### src/rtl/icache_assoc.sv
// icache_assoc: set-associative instruction cache with round-robin replacement,
// blocking multi-word refill, invalidate-all flush and saturating hit/miss counters.
//
// state | meaning
// IDLE  | lookup; hits served combinationally, a miss starts a refill
// FILL  | fetch BLKWORDS words of the missing block into the chosen victim way
// FLUSH | clear every valid bit and round-robin pointer, then back to IDLE
module icache_assoc #(
    parameter int WAYS     = 2,
    parameter int SETS     = 8,
    parameter int BLKWORDS = 2
) (
    input  logic        CLK,
    input  logic        nRST,
    input  logic        imemREN,
    input  logic [31:0] imemaddr,
    output logic        ihit,
    output logic [31:0] imemload,
    output logic        iREN,
    output logic [31:0] iaddr,
    input  logic [31:0] iload,
    input  logic        iwait,
    input  logic        flush,
    output logic [31:0] hit_count,
    output logic [31:0] miss_count
);

    localparam int WOFF = $clog2(BLKWORDS);
    localparam int IDXW = $clog2(SETS);
    localparam int TAGW = 30 - WOFF - IDXW;
    localparam int CNTW = (WOFF > 0) ? WOFF : 1;
    localparam int WAYW = (WAYS > 1) ? $clog2(WAYS) : 1;

    typedef enum logic [1:0] {IDLE, FILL, FLUSH} state_t;

    state_t            r_state;
    logic [WAYS-1:0]   r_valid [SETS];
    logic [TAGW-1:0]   r_tag   [SETS][WAYS];
    logic [31:0]       r_data  [SETS][WAYS][BLKWORDS];
    logic [WAYW-1:0]   r_rr    [SETS];
    logic [CNTW-1:0]   r_cnt;
    logic [IDXW-1:0]   r_idx;
    logic [TAGW-1:0]   r_ftag;
    logic [WAYW-1:0]   r_victim;
    logic              r_use_rr;
    logic              r_pend;
    logic              r_iren;
    logic [31:0]       r_iaddr;
    logic [31:0]       r_hits;
    logic [31:0]       r_misses;

    logic [CNTW-1:0]   w_woff;
    logic [IDXW-1:0]   w_idx;
    logic [TAGW-1:0]   w_tag;
    logic              w_match;
    logic [WAYW-1:0]   w_hway;
    logic              w_inv_found;
    logic [WAYW-1:0]   w_inv_way;
    logic [WAYW-1:0]   w_victim;
    logic              w_unused;

    // Byte-offset bits are never looked at; keep them visibly consumed.
    assign w_unused = &{1'b0, imemaddr[1:0]};

    assign w_woff = CNTW'(imemaddr[31:2]) & CNTW'(BLKWORDS - 1);
    assign w_idx  = IDXW'(imemaddr[31:2] >> WOFF);
    assign w_tag  = TAGW'(imemaddr[31:2] >> (WOFF + IDXW));

    // Tag compare across the ways of the indexed set.
    always_comb begin
        w_match = 1'b0;
        w_hway  = '0;
        for (int w = 0; w < WAYS; w++) begin
            if (r_valid[w_idx][w] && (r_tag[w_idx][w] == w_tag)) begin
                w_match = 1'b1;
                w_hway  = WAYW'(w);
            end
        end
    end

    // Victim choice: lowest invalid way wins, otherwise the set's round-robin pointer.
    always_comb begin
        w_inv_found = 1'b0;
        w_inv_way   = '0;
        for (int w = WAYS - 1; w >= 0; w--) begin
            if (!r_valid[w_idx][w]) begin
                w_inv_found = 1'b1;
                w_inv_way   = WAYW'(w);
            end
        end
        w_victim = w_inv_found ? w_inv_way : r_rr[w_idx];
    end

    // A pending flush request masks hits so nothing is served from a cache being invalidated.
    assign ihit     = (r_state == IDLE) && imemREN && !flush && w_match;
    assign imemload = ihit ? r_data[w_idx][w_hway][w_woff] : 32'h0;

    // Control FSM, bookkeeping state and counters.
    always_ff @(posedge CLK or negedge nRST) begin
        if (!nRST) begin
            r_state  <= IDLE;
            for (int s = 0; s < SETS; s++) begin
                r_valid[s] <= '0;
                r_rr[s]    <= '0;
            end
            r_cnt    <= '0;
            r_idx    <= '0;
            r_ftag   <= '0;
            r_victim <= '0;
            r_use_rr <= 1'b0;
            r_pend   <= 1'b0;
            r_iren   <= 1'b0;
            r_iaddr  <= 32'h0;
            r_hits   <= 32'h0;
            r_misses <= 32'h0;
        end else begin
            if (ihit && (r_hits != 32'hFFFF_FFFF))
                r_hits <= r_hits + 32'd1;
            case (r_state)
                IDLE: begin
                    if (flush) begin
                        r_state <= FLUSH;
                    end else if (imemREN && !w_match) begin
                        r_state  <= FILL;
                        r_idx    <= w_idx;
                        r_ftag   <= w_tag;
                        r_cnt    <= '0;
                        r_victim <= w_victim;
                        r_use_rr <= !w_inv_found;
                        r_iren   <= 1'b1;
                        r_iaddr  <= imemaddr & ~(32'(4 * BLKWORDS) - 32'd1);
                        if (r_misses != 32'hFFFF_FFFF)
                            r_misses <= r_misses + 32'd1;
                    end
                end
                FILL: begin
                    if (flush)
                        r_pend <= 1'b1;
                    if (!iwait) begin
                        if (r_cnt == CNTW'(BLKWORDS - 1)) begin
                            r_valid[r_idx][r_victim] <= 1'b1;
                            if (r_use_rr && (WAYS > 1))
                                r_rr[r_idx] <= r_rr[r_idx] + 1'b1;
                            r_cnt   <= '0;
                            r_iren  <= 1'b0;
                            r_iaddr <= 32'h0;
                            r_pend  <= 1'b0;
                            r_state <= (r_pend || flush) ? FLUSH : IDLE;
                        end else begin
                            r_cnt   <= r_cnt + 1'b1;
                            r_iaddr <= r_iaddr + 32'd4;
                        end
                    end
                end
                FLUSH: begin
                    for (int s = 0; s < SETS; s++) begin
                        r_valid[s] <= '0;
                        r_rr[s]    <= '0;
                    end
                    r_state <= IDLE;
                end
                default: r_state <= IDLE;
            endcase
        end
    end

    // Tag and data arrays carry no reset; validity alone decides what is usable.
    always_ff @(posedge CLK) begin
        if ((r_state == FILL) && !iwait) begin
            r_data[r_idx][r_victim][r_cnt] <= iload;
            if (r_cnt == CNTW'(BLKWORDS - 1))
                r_tag[r_idx][r_victim] <= r_ftag;
        end
    end

    assign iREN       = r_iren;
    assign iaddr      = r_iaddr;
    assign hit_count  = r_hits;
    assign miss_count = r_misses;

endmodule

### config.mk
export PLATFORM = sky130hd
export DESIGN_NAME = icache_assoc
export DESIGN_NICKNAME = d
export VERILOG_FILES = /design/src/rtl/icache_assoc.sv
export SDC_FILE = /design/constraint.sdc
export NUM_CORES = 1
export LEC_CHECK = 0
export CORE_MARGIN = 2
export CORE_UTILIZATION = 35
export CTS_CLUSTER_DIAMETER = 100
export DETAILED_ROUTE_END_ITERATION = 8
export SLEW_MARGIN = 20
export SYNTH_ARGS = -nofsm -noshare
export SYNTH_HDL_FRONTEND = slang
export SYNTH_SLANG_ARGS = --single-unit
### constraint.sdc
create_clock -name CLK -period 6.63 [get_ports CLK]
set_input_delay 0.663 -clock CLK [delete_from_list [all_inputs] [get_ports CLK]]
set_output_delay 0.663 -clock CLK [all_outputs]
set_load 0.03 [all_outputs]
==> run summary <==
========================================================================================
Core region area                                                               0.179 mm2
Detail Placement HPWL                                                          87,800 um
Min-delay src                                                                  iload[19]
Maximum clock frequency                                                          171 MHz
Signal arrival time at the worst endpoint                                        5.20 ns
Routed Antenna Nets                                                                    0
Largest fanout on the critical path                                                   80
Number of instances in the synthesized netlist                                     3,214
Post-synthesis register bit count                                                  1,594
VDD IR max                                                                        243 uV
Reg clk slew, reported paths                                                     0.06 ns
Number of synthesis warnings                                                           0
CTS root buf                                                                sky130_fd_sc_hd__clkbuf_16
Post-Place Worst Slack                                                          0.720 ns
EDFF count, synth                                                                  1,440
Reg area                                                                      0.0471 mm2
Effective utilization at floorplan                                                 0.353
Global route total overflow                                                            0
Fraction of final layout cells sized beyond drive strength 1                       0.236
CTS H-tree lvls                                                                        4
Leading register cell type out of synthesis                                 sky130_fd_sc_hd__edfxtp_1
Post-Route Setup TNS                                                                0 ns
Net count reported at finish                                                       3,599
Overall power consumption                                                      23,600 uW
Clock buffer count from CTS                                                          167
Number of unique standard cell types used by synthesis                                62
Cell depth of the worst hold path                                                      1
FILL cells                                                                        15,700
Via count of the routed design                                                    32,300
Placer's final routability congestion estimate                                     0.788
Std-Cell Rows                                                                        155
Class of the worst hold path                                                   in -> reg
Status                                                                      finished, final reports clean
Maximum clock insertion buffer count                                                   3
Leakage dissipation                                                            0.0253 uW
Required time of the worst setup path                                            5.97 ns
Detailed Route WL                                                             159,000 um
Portion of the clock cycle consumed by the worst path in the final layout          0.885
Share of synthesized area occupied by flip-flops and latches                       0.746
Count of unresolved DRC violations after routing                                       0
Final Hold Viols                                                                       0
Areal power density over the cells                                            316 mW/mm2
Layout area overhead                                                               18.0%
Wire length of the first global-routing pass                                  230,000 um
Critical Path Source Type                                                   primary input
Clock tree skew after final layout                                             0.0598 ns
Initial DRC count                                                                  3,329
Via count of the first global-routing pass                                        32,900
FF-to-FF Start                                                              r_tag[2][46]
Setup Crit Path Kind                                                           in -> out
Number of detailed-routing iterations run before antenna repair                        5
Clock tree from TritonCTS                                                          built
CP startpoint                                                                imemaddr[3]
Final max-slew violation count                                                         0
Setup slack on the worst flop-to-flop path                                       2.26 ns
Chip Width                                                                        429 um
Multi-input gate area in the final layout                                     0.0155 mm2
Fraction of synthesis flops using an asynchronous set or reset pin                0.0966
Setup-violating endpoint count in the final report                                     0
Die height                                                                        429 um
Pin slew with the least headroom to its limit                                    1.26 ns
Routed WL per cell                                                               26.3 um
Normalized max-slew margin                                                         0.160
Synthesized area per cell                                                       19.6 um2
Number of antenna violations at the first check in global routing                     10
Number of clock sinks                                                              1,594
Number of cells traversed by the worst register-to-register path                      10
Post-detailed-route via-to-cell ratio                                               5.36
Maximum number of pins on one net before global-route repair                         149
Top-level I/O count                                                                  199
Min Tclk post-route                                                              5.86 ns
Unrepaired setup endpoints after global routing                                    false
DIE AREA                                                                       0.184 mm2
Worst-skew pair later-pin latency                                                0.82 ns
PnR worst setup slack                                                           0.765 ns
Global-route usage over all layers                                                 0.170
Destination of the worst register-to-register timing path                      iaddr[11]
Reported max-cap violation count                                                       0
Number of I/O port buffers                                                           194
Hold Path Sink                                                              r_data[7][51]
Kind of end point of the critical path                                       output port
Post-CTS resize count                                                                  0
Synthesized cell area                                                         0.0631 mm2
========================================================================================
-- synthesized netlist by cell type (4+ instances only) --
library cell | n | area (um2)
sky130_fd_sc_hd__edfxtp_1 | 1440 | 43200
sky130_fd_sc_hd__mux4_2 | 324 | 7300
sky130_fd_sc_hd__mux2i_1 | 243 | 2430
sky130_fd_sc_hd__nand2_1 | 163 | 612
sky130_fd_sc_hd__dfrtp_1 | 154 | 3850
sky130_fd_sc_hd__nor2_1 | 123 | 462
sky130_fd_sc_hd__clkbuf_1 | 96 | 360
sky130_fd_sc_hd__mux2_2 | 69 | 777
sky130_fd_sc_hd__xor2_1 | 63 | 552
sky130_fd_sc_hd__nand3_1 | 52 | 260
sky130_fd_sc_hd__xnor2_1 | 48 | 420
sky130_fd_sc_hd__a22oi_1 | 44 | 330
sky130_fd_sc_hd__o22ai_1 | 43 | 269
sky130_fd_sc_hd__buf_2 | 31 | 155
sky130_fd_sc_hd__nor3_1 | 31 | 155
sky130_fd_sc_hd__nand4_1 | 29 | 181
sky130_fd_sc_hd__o21ai_0 | 28 | 140
sky130_fd_sc_hd__and3_1 | 27 | 169
sky130_fd_sc_hd__a21oi_1 | 26 | 130
sky130_fd_sc_hd__buf_4 | 24 | 180
sky130_fd_sc_hd__inv_1 | 21 | 78.8
sky130_fd_sc_hd__nor4_1 | 16 | 100
sky130_fd_sc_hd__a221o_1 | 13 | 130
sky130_fd_sc_hd__buf_6 | 12 | 135
sky130_fd_sc_hd__buf_1 | 11 | 41.3
sky130_fd_sc_hd__and2_1 | 9 | 56.3
sky130_fd_sc_hd__or3_1 | 6 | 37.5
sky130_fd_sc_hd__a211oi_1 | 5 | 37.5
sky130_fd_sc_hd__a32oi_1 | 4 | 35.0
sky130_fd_sc_hd__and4_1 | 4 | 35.0
sky130_fd_sc_hd__nand2b_1 | 4 | 25.0
-- sequential cells by signal, summed over array words and instances, names as in the netlist --
name,cells
hit_count,32
iREN,1
iaddr,30
miss_count,32
r_cnt,1
r_data,1024
r_ftag,26
r_idx,3
r_pend,1
r_rr,8
r_state,2
r_tag,416
r_use_rr,1
r_valid,16
r_victim,1
-- stage by stage --
stage                      util  cells  cell area, um2  hold WS (ns)
final                     0.417   6027           74500         0.359
after global routing      0.417   6026           74500         0.344
after CTS                 0.416   6025           74500         0.295
after detailed placement  0.386   5711           69000         0.472
after global placement    0.385   5703           68800         0.474
after floorplan               -   3215           63100         0.367
-- cell usage in the layout, fill, tap and decap left out, drive strengths merged, types with 3 or more instances in the layout --
master and count:
edfxtp 1440, mux4 324, mux2i 243, clkbuf 217, buf 165, nand2 163, dfrtp 154, clkdlybuf4s50 151
nor2 124, clkinv 79, mux2 70, xor2 63, nand3 52, xnor2 48, a22oi 44, o22ai 43
nor3 31, o21ai 31, nand4 29, and3 27, a21oi 26, inv 25, nor4 17, a221o 13
and2 10, bufinv 9, or3 6, a211oi 6, and4 4, a32oi 4, clkinvlp 4, nand2b 4
nand3b 3, nor4b 3, a21o 3, ha 3, nor2b 3, a31oi 3
-- worst max path at each step --
stage / slack, ns / to / cells past startpoint
after floorplan: 1.93 / imemload[0] / 12
after global placement: 0.74 / imemload[21] / 14
after detailed placement: 0.72 / imemload[22] / 14
after CTS: 0.70 / imemload[22] / 14
after global routing: 0.47 / imemload[3] / 16
final: 0.77 / imemload[21] / 14
-- layer usage --
| layer | routed length (um) | track usage |
|---|---|---|
| met5 | 30 | 0 |
| met3 | 9790 | 0.0299 |
| met2 | 76300 | 0.273 |
| met4 | 3580 | 0.0459 |
| met1 | 69000 | 0.239 |
-- final cells by class --
| cell class | instances | area share |
|---|---|---|
| inverters | 21 | 0.00106 |
| diodes | 1 | 0.0000336 |
| flip-flops and latches | 1594 | 0.632 |
| well taps | 2355 | 0.0396 |
| multi-input cells | 1426 | 0.208 |
| clock inverters | 96 | 0.0120 |
| repair buffers | 317 | 0.0464 |
| clock buffers | 217 | 0.0610 |
-- worst max-delay path: stages --
cell	delay, ns
sky130_fd_sc_hd__buf_8	0.38
sky130_fd_sc_hd__buf_4	0.36
sky130_fd_sc_hd__mux4_2	0.54
sky130_fd_sc_hd__mux2i_1	0.25
sky130_fd_sc_hd__xor2_1	0.19
sky130_fd_sc_hd__nand4_1	0.11
sky130_fd_sc_hd__nor4_1	0.56
sky130_fd_sc_hd__nand4_1	0.18
sky130_fd_sc_hd__buf_4	0.25
sky130_fd_sc_hd__buf_12	0.22
sky130_fd_sc_hd__mux2i_1	0.28
sky130_fd_sc_hd__mux2_2	0.36
sky130_fd_sc_hd__o22ai_1	0.40
sky130_fd_sc_hd__buf_12	0.18
-- where the power goes --
group          leakage (uW)  switching (uW)  internal [uW]
clock network       0.00265            3950           5230
logic               0.00768            1380            791
registers            0.0150             575          11600
total                0.0253            5900          17700
-- kinds of logic (layout without fill, tap and decap cells) --
| kind of cell | Yosys count | after routing | share of synthesized area |
|---|---|---|---|
| xor gates and xnor gates | 111 | 111 | 0.0154 |
| AOI/OAI and AO/OA | 189 | 189 | 0.0203 |
| muxes | 637 | 637 | 0.167 |
| DFF | 1594 | 1594 | 0.746 |
| and+or+nand+nor | 484 | 484 | 0.0357 |
| other | 1 | 3 | 0.0000594 |
| buffers and inverters | 195 | 651 | 0.0151 |
| adders and majority gates | 3 | 3 | 0.000595 |
-- what timing repair did --
action                                  4_1_cts  5_1_grt
hold buffers                                  1        0
endpoints found under the hold margin        76        0
setup buffers                                 0        0
endpoints found under the setup margin        0        0
Power figures use the tool's default switching activity.
